--- src/rtl/mem_access_ctrl.sv ---
// mem_access_ctrl: command sequencer and sole master of the 16x32 register-file
// memory port. Host commands arrive on a valid/ready interface and are queued in
// a small FIFO. A five-state FSM (IDLE, WR, RD, CAP, RSP) replays them to the
// memory one at a time. Read results return on a second valid/ready interface.
//
// Ports
//   clk, rst                         clock; asynchronous active-high reset
//   cmd_valid/cmd_ready              host command handshake
//   cmd_wr/cmd_addr/cmd_wdata        command payload (1 = write)
//   rsp_valid/rsp_ready              read response handshake
//   rsp_rdata/rsp_err                read data; err = memory valid was low at capture
//   mem_en/mem_addr/mem_data_in      memory request (mem_en = 1 writes)
//   mem_data_out/mem_valid_out       registered memory read data and valid
//   busy                             queue non-empty or FSM active
//   wr_cnt/rd_cnt                    completed write/read counters (wrap)
module mem_access_ctrl #(
    parameter int DATA_W     = 32,
    parameter int ADDR_W     = 4,
    parameter int FIFO_DEPTH = 4
) (
    input  logic              clk,
    input  logic              rst,
    input  logic              cmd_valid,
    output logic              cmd_ready,
    input  logic              cmd_wr,
    input  logic [ADDR_W-1:0] cmd_addr,
    input  logic [DATA_W-1:0] cmd_wdata,
    output logic              rsp_valid,
    input  logic              rsp_ready,
    output logic [DATA_W-1:0] rsp_rdata,
    output logic              rsp_err,
    output logic              mem_en,
    output logic [ADDR_W-1:0] mem_addr,
    output logic [DATA_W-1:0] mem_data_in,
    input  logic [DATA_W-1:0] mem_data_out,
    input  logic              mem_valid_out,
    output logic              busy,
    output logic [15:0]       wr_cnt,
    output logic [15:0]       rd_cnt
);

    localparam int PTR_W = $clog2(FIFO_DEPTH);
    localparam int CNT_W = PTR_W + 1;

    typedef enum logic [2:0] {
        S_IDLE = 3'd0,
        S_WR   = 3'd1,
        S_RD   = 3'd2,
        S_CAP  = 3'd3,
        S_RSP  = 3'd4
    } state_t;

    // Command queue storage (no reset: only entries between the pointers are live)
    logic              fifo_wr_q   [FIFO_DEPTH];
    logic [ADDR_W-1:0] fifo_addr_q [FIFO_DEPTH];
    logic [DATA_W-1:0] fifo_data_q [FIFO_DEPTH];

    logic [PTR_W-1:0]  wr_ptr_q, wr_ptr_d;
    logic [PTR_W-1:0]  rd_ptr_q, rd_ptr_d;
    logic [CNT_W-1:0]  count_q, count_d;
    logic              ready_en_q;

    state_t            state_q;
    logic [ADDR_W-1:0] cur_addr_q;
    logic [DATA_W-1:0] cur_wdata_q;
    logic              mem_en_q;
    logic              rsp_valid_q;
    logic [DATA_W-1:0] rsp_rdata_q;
    logic              rsp_err_q;
    logic [15:0]       wr_cnt_q;
    logic [15:0]       rd_cnt_q;

    logic              full_s;
    logic              empty_s;
    logic              push_s;
    logic              pop_s;

    // Full is taken from the registered count, so a pop never raises ready in the same cycle.
    assign full_s    = (count_q == CNT_W'(FIFO_DEPTH));
    assign empty_s   = (count_q == {CNT_W{1'b0}});
    // ready_en_q keeps cmd_ready low while reset is applied.
    assign cmd_ready = ready_en_q & ~full_s;
    assign push_s    = cmd_valid & cmd_ready;
    assign pop_s     = (state_q == S_IDLE) & ~empty_s;

    assign mem_en      = mem_en_q;
    assign mem_addr    = cur_addr_q;
    assign mem_data_in = cur_wdata_q;
    assign rsp_valid   = rsp_valid_q;
    assign rsp_rdata   = rsp_rdata_q;
    assign rsp_err     = rsp_err_q;
    assign wr_cnt      = wr_cnt_q;
    assign rd_cnt      = rd_cnt_q;
    assign busy        = (state_q != S_IDLE) | ~empty_s;

    // Queue pointer and occupancy next-state; pointers wrap naturally at a power-of-two depth.
    always_comb begin
        wr_ptr_d = wr_ptr_q;
        rd_ptr_d = rd_ptr_q;
        count_d  = count_q;
        if (push_s) begin
            wr_ptr_d = wr_ptr_q + PTR_W'(1'b1);
        end else begin
            wr_ptr_d = wr_ptr_q;
        end
        if (pop_s) begin
            rd_ptr_d = rd_ptr_q + PTR_W'(1'b1);
        end else begin
            rd_ptr_d = rd_ptr_q;
        end
        case ({push_s, pop_s})
            2'b10:   count_d = count_q + CNT_W'(1'b1);
            2'b01:   count_d = count_q - CNT_W'(1'b1);
            default: count_d = count_q;
        endcase
    end

    // Queue pointer, occupancy and ready-enable registers.
    always_ff @(posedge clk or posedge rst) begin
        if (rst) begin
            wr_ptr_q   <= {PTR_W{1'b0}};
            rd_ptr_q   <= {PTR_W{1'b0}};
            count_q    <= {CNT_W{1'b0}};
            ready_en_q <= 1'b0;
        end else begin
            wr_ptr_q   <= wr_ptr_d;
            rd_ptr_q   <= rd_ptr_d;
            count_q    <= count_d;
            ready_en_q <= 1'b1;
        end
    end

    // Queue storage write on an accepted command.
    always_ff @(posedge clk) begin
        if (push_s) begin
            fifo_wr_q[wr_ptr_q]   <= cmd_wr;
            fifo_addr_q[wr_ptr_q] <= cmd_addr;
            fifo_data_q[wr_ptr_q] <= cmd_wdata;
        end
    end

    // Sequencer FSM with registered memory request, response and counters.
    always_ff @(posedge clk or posedge rst) begin
        if (rst) begin
            state_q     <= S_IDLE;
            cur_addr_q  <= {ADDR_W{1'b0}};
            cur_wdata_q <= {DATA_W{1'b0}};
            mem_en_q    <= 1'b0;
            rsp_valid_q <= 1'b0;
            rsp_rdata_q <= {DATA_W{1'b0}};
            rsp_err_q   <= 1'b0;
            wr_cnt_q    <= 16'd0;
            rd_cnt_q    <= 16'd0;
        end else begin
            case (state_q)
                S_IDLE: begin
                    if (!empty_s) begin
                        cur_addr_q  <= fifo_addr_q[rd_ptr_q];
                        cur_wdata_q <= fifo_data_q[rd_ptr_q];
                        // mem_en is raised only on entry to WR and dropped on its exit.
                        if (fifo_wr_q[rd_ptr_q]) begin
                            state_q  <= S_WR;
                            mem_en_q <= 1'b1;
                        end else begin
                            state_q  <= S_RD;
                        end
                    end
                end
                S_WR: begin
                    mem_en_q <= 1'b0;
                    wr_cnt_q <= wr_cnt_q + 16'd1;
                    state_q  <= S_IDLE;
                end
                S_RD: begin
                    state_q <= S_CAP;
                end
                S_CAP: begin
                    rsp_rdata_q <= mem_data_out;
                    rsp_err_q   <= ~mem_valid_out;
                    rsp_valid_q <= 1'b1;
                    state_q     <= S_RSP;
                end
                S_RSP: begin
                    if (rsp_ready) begin
                        rsp_valid_q <= 1'b0;
                        rd_cnt_q    <= rd_cnt_q + 16'd1;
                        state_q     <= S_IDLE;
                    end
                end
                default: begin
                    mem_en_q    <= 1'b0;
                    rsp_valid_q <= 1'b0;
                    state_q     <= S_IDLE;
                end
            endcase
        end
    end

endmodule

--- config.mk ---
export PLATFORM = sky130hd
export DESIGN_NAME = mem_access_ctrl
export DESIGN_NICKNAME = d
export VERILOG_FILES = /design/src/rtl/mem_access_ctrl.sv
export SDC_FILE = /design/constraint.sdc
export NUM_CORES = 1
export LEC_CHECK = 0
export ABC_AREA = 0
export CAP_MARGIN = 5
export CELL_PAD_IN_SITES_DETAIL_PLACEMENT = 0
export CELL_PAD_IN_SITES_GLOBAL_PLACEMENT = 2
export CORE_MARGIN = 3
export CORE_UTILIZATION = 40
export DETAILED_ROUTE_END_ITERATION = 16
export PLACE_DENSITY = 0.86
export SYNTH_ARGS = -nofsm -noshare
export SYNTH_HDL_FRONTEND = slang
export SYNTH_SLANG_ARGS = --single-unit
--- constraint.sdc ---
create_clock -name clk -period 10.79 [get_ports clk]
set_input_delay 2.158 -clock clk [delete_from_list [all_inputs] [get_ports clk]]
set_output_delay 2.158 -clock clk [all_outputs]
set_load 0.01 [all_outputs]
# Word level (Yosys, flattened, before mapping)
# Memories as Yosys holds them, arrays and structs flattened. A register that Yosys moved wholly into a read port is not among the register bits.
# Cells that the tools add are included.
# totals
mem_bits_rw	148
inputBits	74
wordCells	62
regBits	78
mem_count	3
# memory_table
name	words	word_bits	read_ports	rd_ports_with_merged_regs	wr	line	rtl
fifo_data_q	4	32	1	1	1	56	logic [DATA_W-1:0] fifo_data_q [FIFO_DEPTH];
fifo_addr_q	4	4	1	1	1	55	logic [ADDR_W-1:0] fifo_addr_q [FIFO_DEPTH];
fifo_wr_q	4	1	1	0	1	54	logic fifo_wr_q [FIFO_DEPTH];
# classes
bitwise_logic	9
n_eq_ne	10
reduce_logical	11
muxes	12
add_sub_neg	6
# ops
operator	count
adder 16 x 1 -> 16 bit (second input constant)	2
one-hot mux 3 bit (4 select lines)	1
AND reduction 2 bit	4
equality test 3 x 2 -> 1 bit (second input constant)	2
equality test 3 bit (second input constant)	2
logical NOT 3 bit	2
two-way mux 3 bit	2
one-hot mux 3 bit (2 select lines)	1
OR reduction 3 bit	2
two-way mux 1 bit	5
NOT 1 bit	5
adder 2 x 1 -> 2 bit (second input constant)	2
!= test 2 bit (second input constant)	2
adder 3 x 1 -> 3 bit (second input constant)	1
bitwise AND 1 bit	3
equality test 3 x 1 -> 1 bit (second input constant)	1
one-hot mux 1 bit (3 select lines)	1
AND reduction 3 bit	1
nonzero test 3 bit	1
subtractor 3 x 1 -> 3 bit (second input constant)	1
equality test 2 x 1 -> 1 bit (second input constant)	1
equality test 2 bit (second input constant)	1
two-way mux 2 bit	1
!= test 2 x 1 -> 1 bit (second input constant)	1
3 further kinds	3

# Logic depth before layout (Yosys ltp)
# logic_depth
word_depth	6
mapped_depth	11

# Worst setup path before layout
# OpenSTA, ideal clock, no wires.
# synth_path
path_kind	input to register
startpoint	input cmd_valid
endpoint	memory fifo_addr_q[0][0] (enable)
stages	1
path_buffers	0
t_required_ns	10.392
setup_time_ns	0.398
slack_ns	7.288
arrival_time_ns	3.104
cell_sequence	and3_1
# synth_via
elab_chain_cells	3
# synth_lines
item	line	rtl
start, declared	23	input logic cmd_valid,
bitwise AND 1 bit	83	assign push_s = cmd_valid & cmd_ready;
two-way mux 1 bit	135	if (push_s) begin
two-way mux 1 bit (implied by the code)	137	fifo_addr_q[wr_ptr_q] <= cmd_addr;
end, declared	55	
# No other way between the ends.

# Worst setup path in the final report
# layout_path
startpoint	register count_q[1]
endpoint	output cmd_ready
# layout_via
elab_chain_cells	3
# layout_lines
item	line	rtl
start, declared	60	logic [CNT_W-1:0] count_q, count_d;
start signal, assigned	123	count_q <= {CNT_W{1'b0}};
start signal, assigned	128	count_q <= count_d;
equality test 3 bit	79	assign full_s = (count_q == CNT_W'(FIFO_DEPTH));
NOT 1 bit	82	assign cmd_ready = ready_en_q & ~full_s;
bitwise AND 1 bit	82	
end, declared	24	output logic cmd_ready,
# No other way between the ends.

==> impl_metrics.py <==
metrics = {
    "cells_and_area": {
        "antenna_cells": 0,
        "fillerInstances": 1924,
        "nets": 798,
        "area_growth_pct": 30.1,
        "drive_above_1_share": 0.190,
    },
    "run_status": {
        "status": "finished clean",
    },
    "synthesis": {
        "synth_edf_count": 148,
        "synth.yosys.warnings": 0,
        "async_flop_share": 0.435,
        "yosysSeqAreaShare": 0.727,
        "synth_cell_types": 38,
        "syn_inst": 527,
        "synth_area_per_cell_um2": 19.0,
        "synth_area_mm2": 0.0100,
        "synthesis.nets": 609,
        "ys_ff_latch": 262,
        "synth_flop_cell": "edfxtp_1",
    },
    "setup_path": {
        "cp.arrival_ps": 2030,
        "endpoint_kind": "output port",
        "cp-start-kind": "register",
        "crit_path_start": "count_q[1]",
        "cp_max_fo": 6,
        "r2r_start": "state_q[0]",
        "required_ps": 8630,
        "critPathKind": "reg2out",
    },
    "sta": {
        "rsz0062_at_grt": "no",
        "fin_crit_ps": 4190,
        "finalMaxSlewViolations": 0,
        "max_slew.worst_pin.slew_ps": 1060,
        "finalClockSkew_ps": 11.5,
        "fmax_mhz": 239,
        "slew_headroom": 0.297,
        "fin_crit_sh": 0.389,
        "setup_viol": 0,
        "finalSetupTns_ps": 0,
        "finalHoldViolations": 0,
    },
    "floorplan": {
        "dieHeight_um": 164,
        "num_rows": 57,
        "core_mm2": 0.0245,
        "io_pins": 179,
        "die_area_mm2": 0.0270,
        "start_util": 0.410,
        "die_w_um": 164,
    },
    "worst_hold_path": {
        "hold_class": "reg2reg",
        "hold_start": "mem_addr[0]",
    },
    "global_route": {
        "grt_overflow": 0,
        "grtUsageTotal": 0.145,
        "antenna_found_initial": 0,
        "grt_pass1_wl_um": 30900,
        "grt_max_degree": 86,
        "grt_pass1_vias": 5714,
    },
    "routing": {
        "vias": 5212,
        "wl_um": 19700,
        "dr.pass1.iters": 4,
        "drtIter0Drc": 284,
        "drc": 0,
        "wl_per_cell_um": 18.6,
        "drtAntennaViolNets": 0,
        "viasPerCell": 4.92,
    },
    "clock_tree": {
        "cts_tree": "built",
        "cts.reportedPaths.clkPinSlew_ps": 60,
        "clock_latency_ps": 530,
        "cts_root_buffer": "clkbuf_16",
        "numCtsBuffers": 27,
        "cts.path.max_buffers": 3,
        "post-cts-setup-buffer-count": 0,
        "cts.htree.levels": 1,
        "cts_resized": 0,
        "cts.sinks": 262,
        "cts_hold_buffers": 0,
    },
    "power_and_ir_drop": {
        "p_leak_nw": 4.85,
        "ir_drop_v": 0.000131,
        "p_per_area_mw_per_mm2": 270,
        "p_total_mw": 3.52,
    },
    "job": {
        "cap_violations": 0,
    },
    "placed_design": {
        "finalWeightedCongestion": 0.755,
        "port_buffers": 178,
        "dpl.hpwl_um": 13200,
    },
}
[flip-flops by register name, summed over array words and instances, names as in the netlist, 2 cells and up]
| register | flops |
|---|---|
| rd_cnt | 16 |
| rd_ptr_q | 2 |
| fifo_addr_q | 16 |
| fifo_data_q | 128 |
| mem_data_in | 32 |
| state_q | 3 |
| mem_addr | 4 |
| wr_ptr_q | 2 |
| rsp_rdata | 32 |
| count_q | 3 |
| fifo_wr_q | 4 |
| wr_cnt | 16 |
[cell families (layout without fill, tap and decap cells)]
kind of cell / count (synthesis) / count (layout) / synth area share
AOI/OAI and AO/OA: 7 / 7 / 0.00362
xor gates and xnor gates: 36 / 36 / 0.0314
adders and majority gates: 8 / 8 / 0.0107
buffers and inverters: 30 / 238 / 0.0153
DFF: 262 / 262 / 0.727
muxes: 109 / 109 / 0.166
other: 1 / 1 / 0.000374
and+or+nand+nor: 74 / 74 / 0.0450
[final cells by class]
cell class,count,area [um^2],share of cell area
flip-flops and latches,262,7300,0.559
multi-input cells,235,2590,0.198
repair buffers,181,1800,0.138
clock buffers,41,820,0.0628
inverters,9,36.3,0.00278
clock inverters,7,100,0.00767
well taps,324,405,0.0311
[critical path, stage by stage (launching register included)]
cell and delay, ps:
dfrtp_1 360, inv_1 90, a31oi_1 420, clkdlybuf4s50_1 640
[synth_stat cells (all sizes together), types with 5 or more instances]
cell / instances / area, um^2
buf: 16 / 101
xnor2: 25 / 219
nor3: 10 / 70.1
nor2: 7 / 26.3
edfxtp: 148 / 4440
ha: 7 / 87.6
nand4: 11 / 90.1
mux2: 71 / 826
nand3: 6 / 30.0
clkbuf: 5 / 18.8
xor2: 11 / 96.3
mux4: 37 / 833
nand2: 19 / 71.3
and3: 8 / 50.1
inv: 9 / 33.8
dfrtp: 114 / 2850
[through the flow]
step / hold slack [ps] / utilization / worst slack, ps / cells / area (um^2)
floorplan: 476 / - / 5620 / 527 / 10000
global placement: 466 / 0.496 / 6750 / 1011 / 12100
detailed placement: 474 / 0.496 / 6650 / 1011 / 12100
CTS: 486 / 0.534 / 6570 / 1059 / 13100
global route: 488 / 0.534 / 6500 / 1059 / 13100
finish: 483 / 0.534 / 6600 / 1059 / 13100
[path summary, 6_finish.rpt]
| check | end | slack [ps] | cells after the start |
|---|---|---|---|
| max | cmd_ready | 6600 | 3 |
| min | mem_addr[0] | 480 | 1 |
| max reg2reg | count_q[2] | 8250 | 8 |
| min reg2reg | mem_addr[0] | 480 | 1 |
| max in group asynchronous | rd_ptr_q[1] | 7400 | 3 |
| min in group asynchronous | mem_data_in[9] | 1980 | 2 |
[power breakdown]
| part | internal (mW) | switching (mW) | total [mW] |
|---|---|---|---|
| clock network | 0.571 | 0.363 | 0.934 |
| logic | 0.653 | 0.447 | 1.10 |
| registers | 1.31 | 0.178 | 1.48 |
[placed cells by master, fill, tap and decap left out, types with 3 or more instances in the layout]
| cell type | count |
|---|---|
| clkbuf_1 | 6 |
| o21ai_0 | 4 |
| mux4_2 | 37 |
| edfxtp_1 | 148 |
| clkinv_2 | 4 |
| nor3_1 | 6 |
| dfrtp_1 | 112 |
| nor2_1 | 7 |
| clkbuf_8 | 7 |
| clkdlybuf4s50_1 | 178 |
| buf_4 | 3 |
| xnor2_1 | 25 |
| nand3_1 | 6 |
| and3_2 | 4 |
| mux2_2 | 36 |
| nor3_2 | 4 |
| xor2_1 | 11 |
| mux2_1 | 28 |
| and3_1 | 4 |
| nand2_1 | 19 |
| and4_1 | 4 |
| inv_1 | 8 |
| clkbuf_16 | 28 |
| ha_1 | 7 |
| mux2_4 | 7 |
| nand4_1 | 9 |
[per-layer routing]
layer | vias up | share of wire | GRT usage
met1 | 2621 | 0.43 | 0.195
met5 | - | 0 | 0
met3 | 33 | 0.072 | 0.0356
li1 | 2374 | - | -
met4 | 0 | 0.019 | 0.0316
met2 | 184 | 0.48 | 0.242
No activity file was read; power rests on OpenSTA's default activity.
